$ cat src/rtl/accum_sequencer_if.sv
// Command, accumulator and result signals of the accumulator sequencer.
// master is the sequencer side, slave is the environment side.
interface accum_sequencer_if;
  logic       In_Valid;
  logic       In_Ready;
  logic [3:0] In_Mode;
  logic [3:0] In_A;
  logic [3:0] In_B;
  logic       In_Cin;
  logic [3:0] A;
  logic [3:0] B;
  logic       Cin;
  logic [3:0] Mode;
  logic [3:0] Res;
  logic       Of;
  logic       Out_Valid;
  logic       Out_Ready;
  logic [3:0] Out_Res;
  logic       Out_Of;
  logic       Of_Sticky;
  logic       Clr_Of;
  logic [7:0] Op_Count;
  logic       Busy;

  modport master (
    input  In_Valid, In_Mode, In_A, In_B, In_Cin,
    input  Res, Of, Out_Ready, Clr_Of,
    output In_Ready, A, B, Cin, Mode,
    output Out_Valid, Out_Res, Out_Of,
    output Of_Sticky, Op_Count, Busy
  );

  modport slave (
    output In_Valid, In_Mode, In_A, In_B, In_Cin,
    output Res, Of, Out_Ready, Clr_Of,
    input  In_Ready, A, B, Cin, Mode,
    input  Out_Valid, Out_Res, Out_Of,
    input  Of_Sticky, Op_Count, Busy
  );
endinterface

$ cat src/rtl/accum_sequencer.sv
// Command FIFO feeding a registered accumulator, one op per three cycles.
// Results are held until the consumer accepts them.
module accum_sequencer #(
  parameter int DEPTH = 4
) (
  input logic Clk,
  input logic Reset,
  accum_sequencer_if.master bus
);
  localparam int AW = (DEPTH > 1) ? $clog2(DEPTH) : 1;
  localparam int CW = AW + 1;

  typedef enum logic [1:0] {
    IDLE, ISSUE, CAPTURE, HOLD
  } state_t;

  state_t          state_q, state_d;
  logic [12:0]     mem_q [DEPTH];
  logic [AW-1:0]   wr_q, rd_q;
  logic [CW-1:0]   cnt_q, cnt_d;
  logic [3:0]      res_q;
  logic            of_q;
  logic            sticky_q, sticky_d;
  logic [7:0]      opc_q;
  logic [12:0]     head;
  logic            push, pop, hs;
  logic            empty, of_s;

  assign empty = (cnt_q == '0);
  assign bus.In_Ready = (cnt_q < CW'(DEPTH));
  assign push = bus.In_Valid & bus.In_Ready;
  assign pop  = (state_q == ISSUE);
  assign hs   = (state_q == HOLD) & bus.Out_Ready;
  assign cnt_d = cnt_q + CW'(push) - CW'(pop);

  // An undriven or unknown overflow line reads as no overflow
  always_comb begin
    of_s = 1'b0;
    if (bus.Of == 1'b1) of_s = 1'b1;
  end

  assign sticky_d = (sticky_q & ~bus.Clr_Of)
                  | ((state_q == CAPTURE) & of_s);

  always_comb begin
    state_d = state_q;
    unique case (state_q)
      IDLE:    if (!empty) state_d = ISSUE;
      ISSUE:   state_d = CAPTURE;
      CAPTURE: state_d = HOLD;
      HOLD:    if (hs) state_d = empty ? IDLE : ISSUE;
      default: state_d = IDLE;
    endcase
  end

  assign head = mem_q[rd_q];
  assign {bus.Mode, bus.A, bus.B, bus.Cin} = pop ? head : 13'd0;

  assign bus.Out_Valid = (state_q == HOLD);
  assign bus.Out_Res   = res_q;
  assign bus.Out_Of    = of_q;
  assign bus.Of_Sticky = sticky_q;
  assign bus.Op_Count  = opc_q;
  assign bus.Busy      = (state_q != IDLE) | ~empty;

  always_ff @(posedge Clk) begin
    if (push) mem_q[wr_q] <= {bus.In_Mode, bus.In_A,
                              bus.In_B, bus.In_Cin};
  end

  always_ff @(posedge Clk or posedge Reset) begin
    if (Reset) begin
      state_q  <= IDLE;
      wr_q     <= '0;
      rd_q     <= '0;
      cnt_q    <= '0;
      res_q    <= '0;
      of_q     <= 1'b0;
      sticky_q <= 1'b0;
      opc_q    <= '0;
    end else begin
      state_q  <= state_d;
      cnt_q    <= cnt_d;
      sticky_q <= sticky_d;
      if (push) wr_q <= wr_q + AW'(1);
      if (pop)  rd_q <= rd_q + AW'(1);
      if (state_q == CAPTURE) begin
        res_q <= bus.Res;
        of_q  <= of_s;
      end
      if (hs) opc_q <= opc_q + 8'd1;
    end
  end
endmodule

$ cat src/flat_wrapper.sv
// flat-port wrapper written by rule: the top's interface ports become plain ports
module accum_sequencer_flat 
#(
  parameter int DEPTH = 4
)
  (Clk, Reset, bus_In_Valid, bus_In_Mode, bus_In_A, bus_In_B, bus_In_Cin, bus_Res, bus_Of, bus_Out_Ready, bus_Clr_Of, bus_In_Ready, bus_A, bus_B, bus_Cin, bus_Mode, bus_Out_Valid, bus_Out_Res, bus_Out_Of, bus_Of_Sticky, bus_Op_Count, bus_Busy);
  accum_sequencer_if bus_i ();
  input logic Clk;
  input logic Reset;
  input wire logic [$bits(bus_i.In_Valid)-1:0] bus_In_Valid;
  input wire logic [$bits(bus_i.In_Mode)-1:0] bus_In_Mode;
  input wire logic [$bits(bus_i.In_A)-1:0] bus_In_A;
  input wire logic [$bits(bus_i.In_B)-1:0] bus_In_B;
  input wire logic [$bits(bus_i.In_Cin)-1:0] bus_In_Cin;
  input wire logic [$bits(bus_i.Res)-1:0] bus_Res;
  input wire logic [$bits(bus_i.Of)-1:0] bus_Of;
  input wire logic [$bits(bus_i.Out_Ready)-1:0] bus_Out_Ready;
  input wire logic [$bits(bus_i.Clr_Of)-1:0] bus_Clr_Of;
  output wire logic [$bits(bus_i.In_Ready)-1:0] bus_In_Ready;
  output wire logic [$bits(bus_i.A)-1:0] bus_A;
  output wire logic [$bits(bus_i.B)-1:0] bus_B;
  output wire logic [$bits(bus_i.Cin)-1:0] bus_Cin;
  output wire logic [$bits(bus_i.Mode)-1:0] bus_Mode;
  output wire logic [$bits(bus_i.Out_Valid)-1:0] bus_Out_Valid;
  output wire logic [$bits(bus_i.Out_Res)-1:0] bus_Out_Res;
  output wire logic [$bits(bus_i.Out_Of)-1:0] bus_Out_Of;
  output wire logic [$bits(bus_i.Of_Sticky)-1:0] bus_Of_Sticky;
  output wire logic [$bits(bus_i.Op_Count)-1:0] bus_Op_Count;
  output wire logic [$bits(bus_i.Busy)-1:0] bus_Busy;
  assign bus_i.In_Valid = bus_In_Valid;
  assign bus_i.In_Mode = bus_In_Mode;
  assign bus_i.In_A = bus_In_A;
  assign bus_i.In_B = bus_In_B;
  assign bus_i.In_Cin = bus_In_Cin;
  assign bus_i.Res = bus_Res;
  assign bus_i.Of = bus_Of;
  assign bus_i.Out_Ready = bus_Out_Ready;
  assign bus_i.Clr_Of = bus_Clr_Of;
  assign bus_In_Ready = bus_i.In_Ready;
  assign bus_A = bus_i.A;
  assign bus_B = bus_i.B;
  assign bus_Cin = bus_i.Cin;
  assign bus_Mode = bus_i.Mode;
  assign bus_Out_Valid = bus_i.Out_Valid;
  assign bus_Out_Res = bus_i.Out_Res;
  assign bus_Out_Of = bus_i.Out_Of;
  assign bus_Of_Sticky = bus_i.Of_Sticky;
  assign bus_Op_Count = bus_i.Op_Count;
  assign bus_Busy = bus_i.Busy;
  accum_sequencer #(.DEPTH(DEPTH)) u_core (.Clk(Clk), .Reset(Reset), .bus(bus_i));
endmodule
$ cat config.mk
export PLATFORM = sky130hd
export DESIGN_NAME = accum_sequencer_flat
export DESIGN_NICKNAME = d
export VERILOG_FILES = /design/src/rtl/accum_sequencer_if.sv /design/src/rtl/accum_sequencer.sv /design/src/flat_wrapper.sv
export SDC_FILE = /design/constraint.sdc
export NUM_CORES = 1
export LEC_CHECK = 0
export CAP_MARGIN = 20
export CELL_PAD_IN_SITES_DETAIL_PLACEMENT = 1
export CELL_PAD_IN_SITES_GLOBAL_PLACEMENT = 1
export CORE_ASPECT_RATIO = 1.1
export CORE_UTILIZATION = 44
export CTS_BUF_LIST = sky130_fd_sc_hd__clkbuf_4 sky130_fd_sc_hd__clkbuf_8 sky130_fd_sc_hd__clkbuf_16
export DETAILED_ROUTE_END_ITERATION = 10
export MAX_ROUTING_LAYER = met4
export PLACE_DENSITY_LB_ADDON = 0.1
export SLEW_MARGIN = 20
export SYNTH_ARGS = -nofsm -noshare
export SYNTH_HDL_FRONTEND = slang
export SYNTH_SLANG_ARGS = --single-unit
$ cat constraint.sdc
create_clock -name Clk -period 3 [get_ports Clk]
set_clock_uncertainty 0.2 [all_clocks]
set_input_delay 0.6 -clock Clk [delete_from_list [all_inputs] [get_ports Clk]]
set_output_delay 0.6 -clock Clk [all_outputs]
set_load 0.02 [all_outputs]
; After elaboration in Yosys (flattened, before gate mapping)
; Memory sizes are Yosys's and may differ from the RTL's.
; Cells that the tools add are included.
[word_totals]
romBits = 0
latchBits = 0
memories = 1
mem_bits_rw = 52
input_bits = 23
word_cells = 40
out_inout_bits = 30
register_bits = 23
[op_classes]
div = 0
bitwise = 8
n_mul = 0
n_mux = 8
n_lt_le_gt_ge = 1
eq_ne = 5
n_addsub = 5
n_reduce_logical = 4
n_shift = 0
[mem_list]
columns = name, words, width, rd, rd_ports_with_merged_regs, write_ports, line
row1 = u_core.mem_q, 4, 13, 1, 0, 1, accum_sequencer.sv:18  ; logic [12:0] mem_q [DEPTH];
[ops]
columns = cell, count
row1 = 2-to-1 mux 13 bit, 1
row2 = "adder 8 x 1 -> 8 bit, second input constant", 1
row3 = case mux 2 bit (4 select lines), 1
row4 = "adder 2 x 1 -> 2 bit, second input constant", 2
row5 = bitwise AND 1 bit, 4
row6 = "== test 2 bit, second input constant", 2
row7 = 2-to-1 mux 1 bit, 4
row8 = 2-to-1 mux 2 bit, 2
row9 = adder 3 x 1 -> 3 bit, 1
row10 = zero test 3 bit, 1
row11 = "less-than comparator 3 bit, second input constant", 1
row12 = subtractor 3 x 1 -> 3 bit, 1
row13 = "== test 2 x 1 -> 1 bit, second input constant", 1
row14 = zero test 2 bit, 1
row15 = "!= test 2 x 1 -> 1 bit, second input constant", 1
row16 = "!= test 2 bit, second input constant", 1
row17 = NOT 1 bit, 2
row18 = bitwise OR 1 bit, 2
row19 = AND reduction 2 bit, 1
row20 = nonzero test 2 bit, 1

; Longest topological paths before layout
; Gate-level depths: netlist of the first run.
[depth]
depth_word = 4
ltp_mapped = 9
ltp_nobuf = 9

; Worst setup path after synthesis of the first run
; OpenSTA, ideal clock, no wires.
[synth_timing]
path_kind = register -> register
start = register u_core.state_q[1]
end = register u_core.cnt_q[2]
required_ns = 2.676
stages_incl_launch_ff = 10
slack_ns = 0.870
synth_period_minus_slack_ns = 2.130
path_buffers = 0
setup_time_ns = 0.124
arrival_time_ns = 1.806
cell_sequence = dfrtp_1 inv_1 ha_1 ha_1 inv_1 ha_1 inv_1 fa_1 xnor2_1 xnor2_1
[synth_between]
elab_chain_cells = 2
[synth_lines]
columns = element, line
row1 = start: declaration, accum_sequencer.sv:17  ; state_t state_q, state_d;
row2 = start signal: assignment, accum_sequencer.sv:82  ; state_q <= state_d;
row3 = == test 2 x 1 -> 1 bit, accum_sequencer.sv:32  ; assign pop = (state_q == ISSUE);
row4 = subtractor 3 x 1 -> 3 bit, accum_sequencer.sv:34  ; assign cnt_d = cnt_q + CW'(push) - CW'(pop);
row5 = net u_core.cnt_d[2], accum_sequencer.sv:20  ; logic [CW-1:0] cnt_q, cnt_d;
row6 = end signal: assignment, accum_sequencer.sv:83  ; cnt_q <= cnt_d;
row7 = end: declaration, accum_sequencer.sv:20
; The timed path passes the listed nets, and every way through them passes these cells.
; A chain may end at the register's enable or synchronous reset.

; Worst setup path after layout of the first run
[layout_timing]
start = register u_core.rd_q[0]
end = output bus_Mode[3]
[layout_between]
elab_chain_cells = 2
[layout_lines]
columns = element, line
row1 = start: declaration, accum_sequencer.sv:19  ; logic [AW-1:0] wr_q, rd_q;
row2 = start signal: assignment, accum_sequencer.sv:86  ; if (pop) rd_q <= rd_q + AW'(1);
row3 = memory read (4 x 13 bit), -
row4 = 2-to-1 mux 13 bit, accum_sequencer.sv:57  ; assign {bus.Mode, bus.A, bus.B, bus.Cin} = pop ? head : 13'd0;
row5 = end: declaration, flat_wrapper.sv:23  ; output wire logic [$bits(bus_i.Mode)-1:0] bus_Mode;
; Every way passes these cells.

==> impl_results.md, run 1 <==
- Final worst slack: 0.09776 ns
- ANT nets after route: 0
- CP peak stage delay: 0.53 ns
- Mapped Cells: 183
- Critical Path, Cell by Cell: buf_12, mux4_1, and2_1, clkdlybuf4s50_1
- Max Cap Viol: 0
- Synth area leader: edfxtp_1
- Initial cell density of the core: 46.63%
- Hold-fix buffers at CTS: 0
- Place WS: 0.2132 ns
- Boundary Pins: 53
- Power Dens Cells: 977.6 nW/µm²
- Seq cells post-synth: 75
- Core area: 6749 µm²
- Worst-Skew Late Latency: 0.34 ns
- Leak: 1.728 nW
- Final Cycle Share: 96.74%
- Ant. Diodes: 0
- Worst-Margin Slew: 0.9353 ns
- Vias in the first global route: 2019
- I/O Buffers: 52
- Reg2reg start: u_core.state_q[1]
- H-tree depth: 3
- Clock power share: 21.4%
- Initial antenna violation count: 0
- CP Class: reg -> out
- Storage element area: 2138 µm²
- Routing usage on met3: 3.232%
- Final WL: 6239 µm
- CP max-delay cell: clkdlybuf4s50_1
- Number of buffers created by CTS: 9
- Global placement routability congestion: 0.7688
- Final hold violations: 0
- Number of remaining DRC errors: 0
- Yosys top cell area share: 49.62%
- Die area: 7494 µm²
- Tot GR Track Use: 19.52%
- GR Overflow Total: 0
- Total number of vias: 1749
- Buf+Inv Stages, Crit Path: 2
- Clock Sinks: 75
- Row cnt: 31
- Reg2reg path depth: 10
- Ys flop type: edfxtp_1
- Crit. End Element: output port
- Cell family with most CP delay: buffers and inverters
- Largest net degree at the start of global routing: 24
- Net switching share of the total power: 32.41%
- Status: finished, final reports clean
- Maximum clock path buffer count: 2
- DIE HEIGHT: 90.70 µm
- Hold WC Path Type: reg -> reg
- Mean area per synthesized cell: 17.20 µm²
- Vias per cell: 5.159
- GRT busiest layer: met2
- Die width: 82.63 µm
- Worst setup path start: u_core.rd_q[0]
- Synth top area cells: edfxtp_1 (50%), dfrtp_1 (18%), mux4_2 (5.7%)
- Post-synth ARST share: 30.67%
- Depth of the worst hold-timing path: 1
- Fin Setup TNS: 0 ns
- EDFF count, synth: 52
- Sequential share of the synthesized area: 67.91%
- Yosys cell types: 31
- HP Start: u_core.bus.Op_Count[7]
- Fin crit period: 2.902 ns
- First-pass GRT wire length: 9970 µm
- Net Switching: 1.295 mW
- M1 GR Usage: 19.96%
- CTS tree: done
- Cell Area, Synth: 3147 µm²
- Number of DRC markers in iteration 0: 67
- Initial DRT Pass Iterations: 4
- Final HPWL DP: 4275 µm
- Met2 Resource Use GR: 35.12%
- Layout cell share with drive strength beyond 1: 17.12%
- RSZ-0062 raised after global routing: no
- Slew HR: 37.58%
- Power Internal: 2.701 mW
- Post-layout net count: 288
- Synth warnings: 0
- Worst Path Max Fanout: 3
- Slew Limit Fails: 0
- Root buf cell: clkbuf_8
- Layout area overhead: 29.90%
- Avg WL per Cell: 18.40 µm
- Clock slew at reported path FFs: 0.07 ns
- Seq pwr share: 38.3%
- CP Launch Type: register
- Fill cell count: 644
- Highest clock rate: 344.6 MHz
- Critical Path Stages: 4
- Arr. time, crit path: 2.10 ns
- Setup violators final: 0
- Comb pwr share: 40.3%
- CP required: 2.20 ns
- Worst vdd ir: 527.5 µV
- Multi-input gate area: 904.6 µm²
- Syn nets: 219
placed cells by master, fill, tap and decap left out, drive strengths merged:
cell type and count:
dlymetal6s2s 11, ha 12, nand3 3, xor2 3, nand2 7, or3 1, clkbuf 12, a41oi 1
dfrtp 23, or2 1, nor2 1, and2 17, nor3 2, a31oi 1, mux4 13, o21ai 3
nand2b 1, buf 11, clkdlybuf4s50 39, dlygate4sd2 2, clkinv 1, mux2 6, o41ai 1, or4b 1
nor2b 1, xnor2 9, fa 1, nor4 1, edfxtp 52, inv 18, bufinv 2
sequential cells by signal, indices dropped and copies added, names as in the netlist:
name / flops
u_core.bus.Out_Of: 1
u_core.bus.Op_Count: 8
u_core.mem_q: 52
u_core.rd_q: 2
u_core.wr_q: 2
u_core.bus.Out_Res: 4
u_core.cnt_q: 3
u_core.state_q: 2
u_core.bus.Of_Sticky: 1
layer usage:
layer | share of wire, % | routed length (µm)
met3 | 3.8 | 236
met1 | 37 | 2333
met2 | 57 | 3579
met4 | 1.4 | 89
met5 | 0 | 0
through the flow:
stage / instance area, µm² / utilization, % / std cells / hold WS (ns) / power, mW
finish: 4088 / 60.57 / 339 / 0.2819 / 3.996
global placement: 3806 / 56.40 / 321 / 0.2612 / 3.037
detailed placement: 3806 / 56.40 / 321 / 0.2650 / 3.154
global route: 4088 / 60.57 / 339 / 0.3079 / 4.237
floorplan: 3147 / - / 183 / 0.3058 / 2.496
CTS: 4060 / 60.16 / 339 / 0.2860 / 4.087
area by class of cell:
type                    instances  share of cell area, %
clock inverters                 4                  1.775
flip-flops and latches         75                  52.31
multi-input cells              86                  22.13
clock buffers                  12                  3.734
repair buffers                 63                  15.98
inverters                      17                  1.561
well taps                      82                  2.510
worst register-to-register path, stage by stage, from the launching register on:
cell and delay (ns):
dfrtp_1 0.43, inv_1 0.13, ha_2 0.36, buf_4 0.20
ha_1 0.23, inv_1 0.06, ha_1 0.13, inv_1 0.05
fa_1 0.39, xnor2_1 0.19, xnor2_1 0.14
repair_timing:
item,in CTS,in global routing
pin swaps,0,0
buffers inserted,2,0
resized for setup,4,11
endpoints found under the setup margin,13,11
power groups by stage:
stage,clock [mW],sequential (mW),combinational (mW)
detailed placement,0,1.55,1.60
CTS,0.887,1.53,1.67
finish,0.856,1.53,1.61
floorplan,0,1.60,0.901
global placement,0,1.53,1.51
global route,0.912,1.56,1.76
synthesized netlist by cell type, types with 2 or more instances:
cell type and instances:
xnor2_1 9, xor2_1 3, nor3_1 2, mux4_1 5, ha_1 12, inv_1 17, clkbuf_1 2, nand3_1 3
mux2_2 5, nand2_1 6, dfrtp_1 23, mux4_2 8, o21ai_0 3, and2_1 17, edfxtp_1 52
cells by family (layout without fill, tap and decap cells):
| group | count (synthesis) | after routing | share of synthesized area, % |
|---|---|---|---|
| AO/OA/AOI/OAI | 6 | 6 | 1.233 |
| buffers and inverters | 22 | 96 | 3.419 |
| adder cells (fa/ha/maj) | 13 | 13 | 5.407 |
| AND/OR/NAND/NOR | 36 | 36 | 6.640 |
| flip-flops | 75 | 75 | 67.91 |
| XOR/XNOR | 12 | 12 | 3.340 |
| multiplexers | 19 | 19 | 12.05 |
path summary, 6_finish.rpt:
path	endpoint	slack (ns)
max reg2reg	u_core.cnt_q[2]	0.42
max	bus_Mode[3]	0.1
min in group asynchronous	u_core.bus.Op_Count[7]	0.58
min	u_core.bus.Op_Count[7]	0.28
max in group asynchronous	u_core.rd_q[0]	1.38
min reg2reg	u_core.bus.Op_Count[7]	0.28
No activity file was read; power rests on OpenSTA's default activity.
==> run 2: changes to the inputs <==
Settings changed: ABC_AREA from default to 1, CORE_UTILIZATION 44 to 42.
==> run 2 against run 1 <==
Net effect:
- count of clock-buffer cells in the layout down 2
- flip-flop and latch count stayed put
- critical path type unchanged
- hold slack got worse by 0.0096 ns
- sequential power barely moved
- non-clock buffer count unchanged
- register-to-register slack better by 0.28 ns
==> impl_results.md, run 2 <==
- Status: finished, final reports clean
- First-pass GRT wire length: 11430 µm (+15%)
- Number of buffers created by CTS: 9 (unchanged)
- Clock Sinks: 75 (unchanged)
- Layout cell share with drive strength beyond 1: 9.167% (-8.0 points)
- Non-Filler Instances: 465 (+37%)
- Main combinational cell family by area after synthesis: simple AND/OR/NAND/NOR gates
- Initial DRT Pass Iterations: 4 (unchanged)
- Reg2reg start: u_core.state_q[1]
- Initial antenna violation count: 0 (unchanged)
- Final instance area: 4125 µm² (+0.92%)
- Final WL: 6984 µm (+12%)
- Initial cell density of the core: 43.35% (-3.3 points)
- RSZ-0062 raised after global routing: no
- Synth Area in Adders: 5.253% (-0.15 points)
- Total number of vias: 2246 (+28%)
- Seq pwr share: 38.5% (+0.2 points)
- Largest net degree at the start of global routing: 27 (+13%)
- Sequential share of the synthesized area: 65.97% (-1.9 points)
- Ys flop type: edfxtp_1
- Post-synth ARST share: 30.67% (unchanged)
- EDFF count, synth: 52 (unchanged)
- Vias in the first global route: 2349 (+16%)
- Layout area overhead: 27.35%
- Root buf cell: clkbuf_8
- Critical Path Stages: 6 (+2)
- Placed Cells: 448 (+40%)
- Vias per cell: 4.830 (-6.4%)
- Yosys top cell area share: 48.20% (-1.4 points)
- Final Cycle Share: 90.08% (-6.7 points)
- GR Overflow Total: 0 (unchanged)
- Global placement routability congestion: 0.7821 (+1.7%)
- Worst-Skew Late Latency: 0.34 ns (about the same)
- Synth top area cells: edfxtp_1 (48%), dfrtp_1 (18%), nor2_1 (7.0%)
- Power Dens Cells: 960.2 nW/µm² (-1.8%)
- Die width: 85.74 µm (+3.8%)
- Final HPWL DP: 4749 µm (+11%)
- Seq cells post-synth: 75 (unchanged)
- CP max-delay cell: dfrtp_1
- Crit. End Element: output port
- Maximum clock path buffer count: 2 (unchanged)
- Area after DPL: 3884 µm² (+2.0%)
- Commonest non-fill, non-tap cells in the layout: nor2_1 (60), edfxtp_1 (52), nand2_1 (42), clkdlybuf4s50_1 (39), inv_1 (26)
- Place WS: 0.2265 ns (+0.01323 ns)
- I/O Buffers: 52 (unchanged)
- Number of remaining DRC errors: 0 (unchanged)
- Net switching share of the total power: 38.39% (+6.0 points)
- CTS tree: done
- Cell family with most CP delay: buffers and inverters
- Synth Area in Simple Gates: 13.90% (+7.3 points)
- Synth warnings: 0 (unchanged)
- Yosys cell types: 24 (-23%)
- Hold WC Path Type: reg -> reg
- Mean area per synthesized cell: 11.21 µm² (-35%)
- CP peak stage delay: 0.42 ns (-0.11 ns)
- Worst Path Max Fanout: 13 (+10)
- Slew Limit Fails: 0 (unchanged)
- Comb pwr share: 42.6% (+2.3 points)
- Buf+Inv Stages, Crit Path: 4 (+2)
- Tot GR Track Use: 19.60% (+0.081 points)
- Max reg flops: 52 (unchanged)
- Clock power share: 18.9% (-2.5 points)
- CP Launch Type: register
- Net Switching: 1.521 mW (+17%)
- Worst vdd ir: 495.1 µV (-6.1%)
- Boundary Pins: 53 (unchanged)
- Max Cap Viol: 0 (unchanged)
- Leak: 1.835 nW (+6.1%)
- Slew HR: 76.56% (+39 points)
- Most common cell after layout, fill and taps aside: nor2_1
- Most frequent cell after synthesis: nor2_1
- Core area: 7473 µm² (+11%)
- H-tree depth: 3 (unchanged)
- DIE HEIGHT: 94.11 µm (+3.8%)
- Setup violators final: 0 (unchanged)
- Critical path endpoint: bus_B[3]
- Cell Area, Synth: 3239 µm² (+2.9%)
- CP required: 2.20 ns (about the same)
- Top cells by count, synth: nor2_1 (60), edfxtp_1 (52), nand2_1 (42)
- Mapped Cells: 289 (+58%)
- Critical Path, Cell by Cell: inv_1, ha_2, clkinvlp_4, buf_12, a21oi_1, dlygate4sd2_1
- Worst setup path start: u_core.state_q[1]
- Fin crit period: 2.702 ns (-0.1999 ns)
- Die area: 8069 µm² (+7.7%)
- ANT nets after route: 0 (unchanged)
- Mux cell area share after synthesis: 0.3476% (-12 points)
- Row cnt: 33 (+6.5%)
- Ant. Diodes: 0 (unchanged)
- Hold WS: 0.2723 ns (-0.009555 ns)
- Reg2reg end: u_core.cnt_q[2]
- Final worst slack: 0.2976 ns (+0.1999 ns)
- Avg WL per Cell: 15.02 µm (-18%)
- Highest clock rate: 370.0 MHz (+7.4%)
- Synth Area in Compound Gates: 6.721% (+5.5 points)
- Final hold violations: 0 (unchanged)
- CP Class: reg -> out
- Synth area leader: edfxtp_1
- Biggest register: u_core.mem_q
- Arr. time, crit path: 1.90 ns (-0.20 ns)
- Post-synthesis xor/xnor area fraction: 1.893% (-1.4 points)
- Reg2reg path depth: 9 (-1)
- Clock slew at reported path FFs: 0.07 ns (about the same)
- Fin Setup TNS: 0 ns (unchanged)
- Number of DRC markers in iteration 0: 99 (+48%)
- R2r setup slk: 0.70 ns (+0.28 ns)
- Power Internal: 2.440 mW (-9.6%)
- Post-layout net count: 391 (+36%)
- Syn nets: 325 (+48%)
- Fill cell count: 800 (+24%)
- Worst-Margin Slew: 0.3503 ns (-0.5850 ns)
[run 2: logic make-up after synthesis]
logic type                 Yosys count
adders and majority gates           13
and+or+nand+nor                    113
AOI/OAI and AO/OA                   43
muxes                                1
DFF                                 75
xor gates and xnor gates             7
buffers and inverters               37
[run 2: metrics by stage]
stage          power (mW)  utilization [%]
2_1_floorplan       2.618                -
5_1_grt             4.252            55.20
6_report            3.961            55.20
3_3_place_gp        3.171            51.97
3_5_place_dp        3.236            51.97
4_1_cts             4.038            54.83
[run 2: power groups by stage]
stage | registers [mW] | clock network (mW) | logic, mW
final | 1.52 | 0.750 | 1.69
after floorplan | 1.59 | 0 | 1.03
after detailed placement | 1.54 | 0 | 1.69
after global routing | 1.56 | 0.811 | 1.88
after global placement | 1.53 | 0 | 1.64
after CTS | 1.53 | 0.770 | 1.74
[run 2: per-layer routing]
metal / global-route usage [%] / vias to the layer above / share of wire, %
met4: 8.056 / 0 / 1.8
met3: 3.866 / 12 / 3.3
met5: - / - / 0
met1: 22.04 / 1103 / 43
li1: - / 1088 / -
met2: 34.27 / 43 / 52
[run 2: how the worst min path moves through the flow]
stage | startpoint | end | cells after the start
after floorplan | u_core.state_q[1] | u_core.state_q[1] | 2
after global routing | u_core.bus.Out_Res[2] | u_core.bus.Out_Res[2] | 2
final | u_core.bus.Out_Of | u_core.bus.Out_Of | 2
after detailed placement | u_core.bus.Out_Of | u_core.bus.Out_Of | 2
after CTS | u_core.bus.Out_Of | u_core.bus.Out_Of | 2
after global placement | u_core.bus.Out_Of | u_core.bus.Out_Of | 2
[run 2: layout make-up]
type | instances | area, µm² | area share, %
repair buffers | 63 | 640.6 | 15.53
inverters | 29 | 115.1 | 2.790
multi-input cells | 177 | 913.4 | 22.14
clock buffers | 10 | 131.4 | 3.185
clock inverters | 6 | 55.05 | 1.335
flip-flops and latches | 75 | 2138 | 51.83
well taps | 105 | 131.4 | 3.185
[run 2: worst reg2reg max path, cell delays in order, from the launching register on]
cell     delay, ns
dfrtp_1       0.42
inv_1         0.14
ha_2          0.26
ha_1          0.24
inv_1         0.06
ha_1          0.13
inv_1         0.05
fa_1          0.37
xnor2_1       0.18
xor2_1        0.18
[run 2: what timing repair did]
action | CTS | global route
cloned | 0 | 0
hold buffers | 0 | 0
setup buffers | 1 | 0
endpoints found under the setup margin | 13 | 11
hold endpoints to repair | 0 | 0
gates resized for setup | 6 | 11
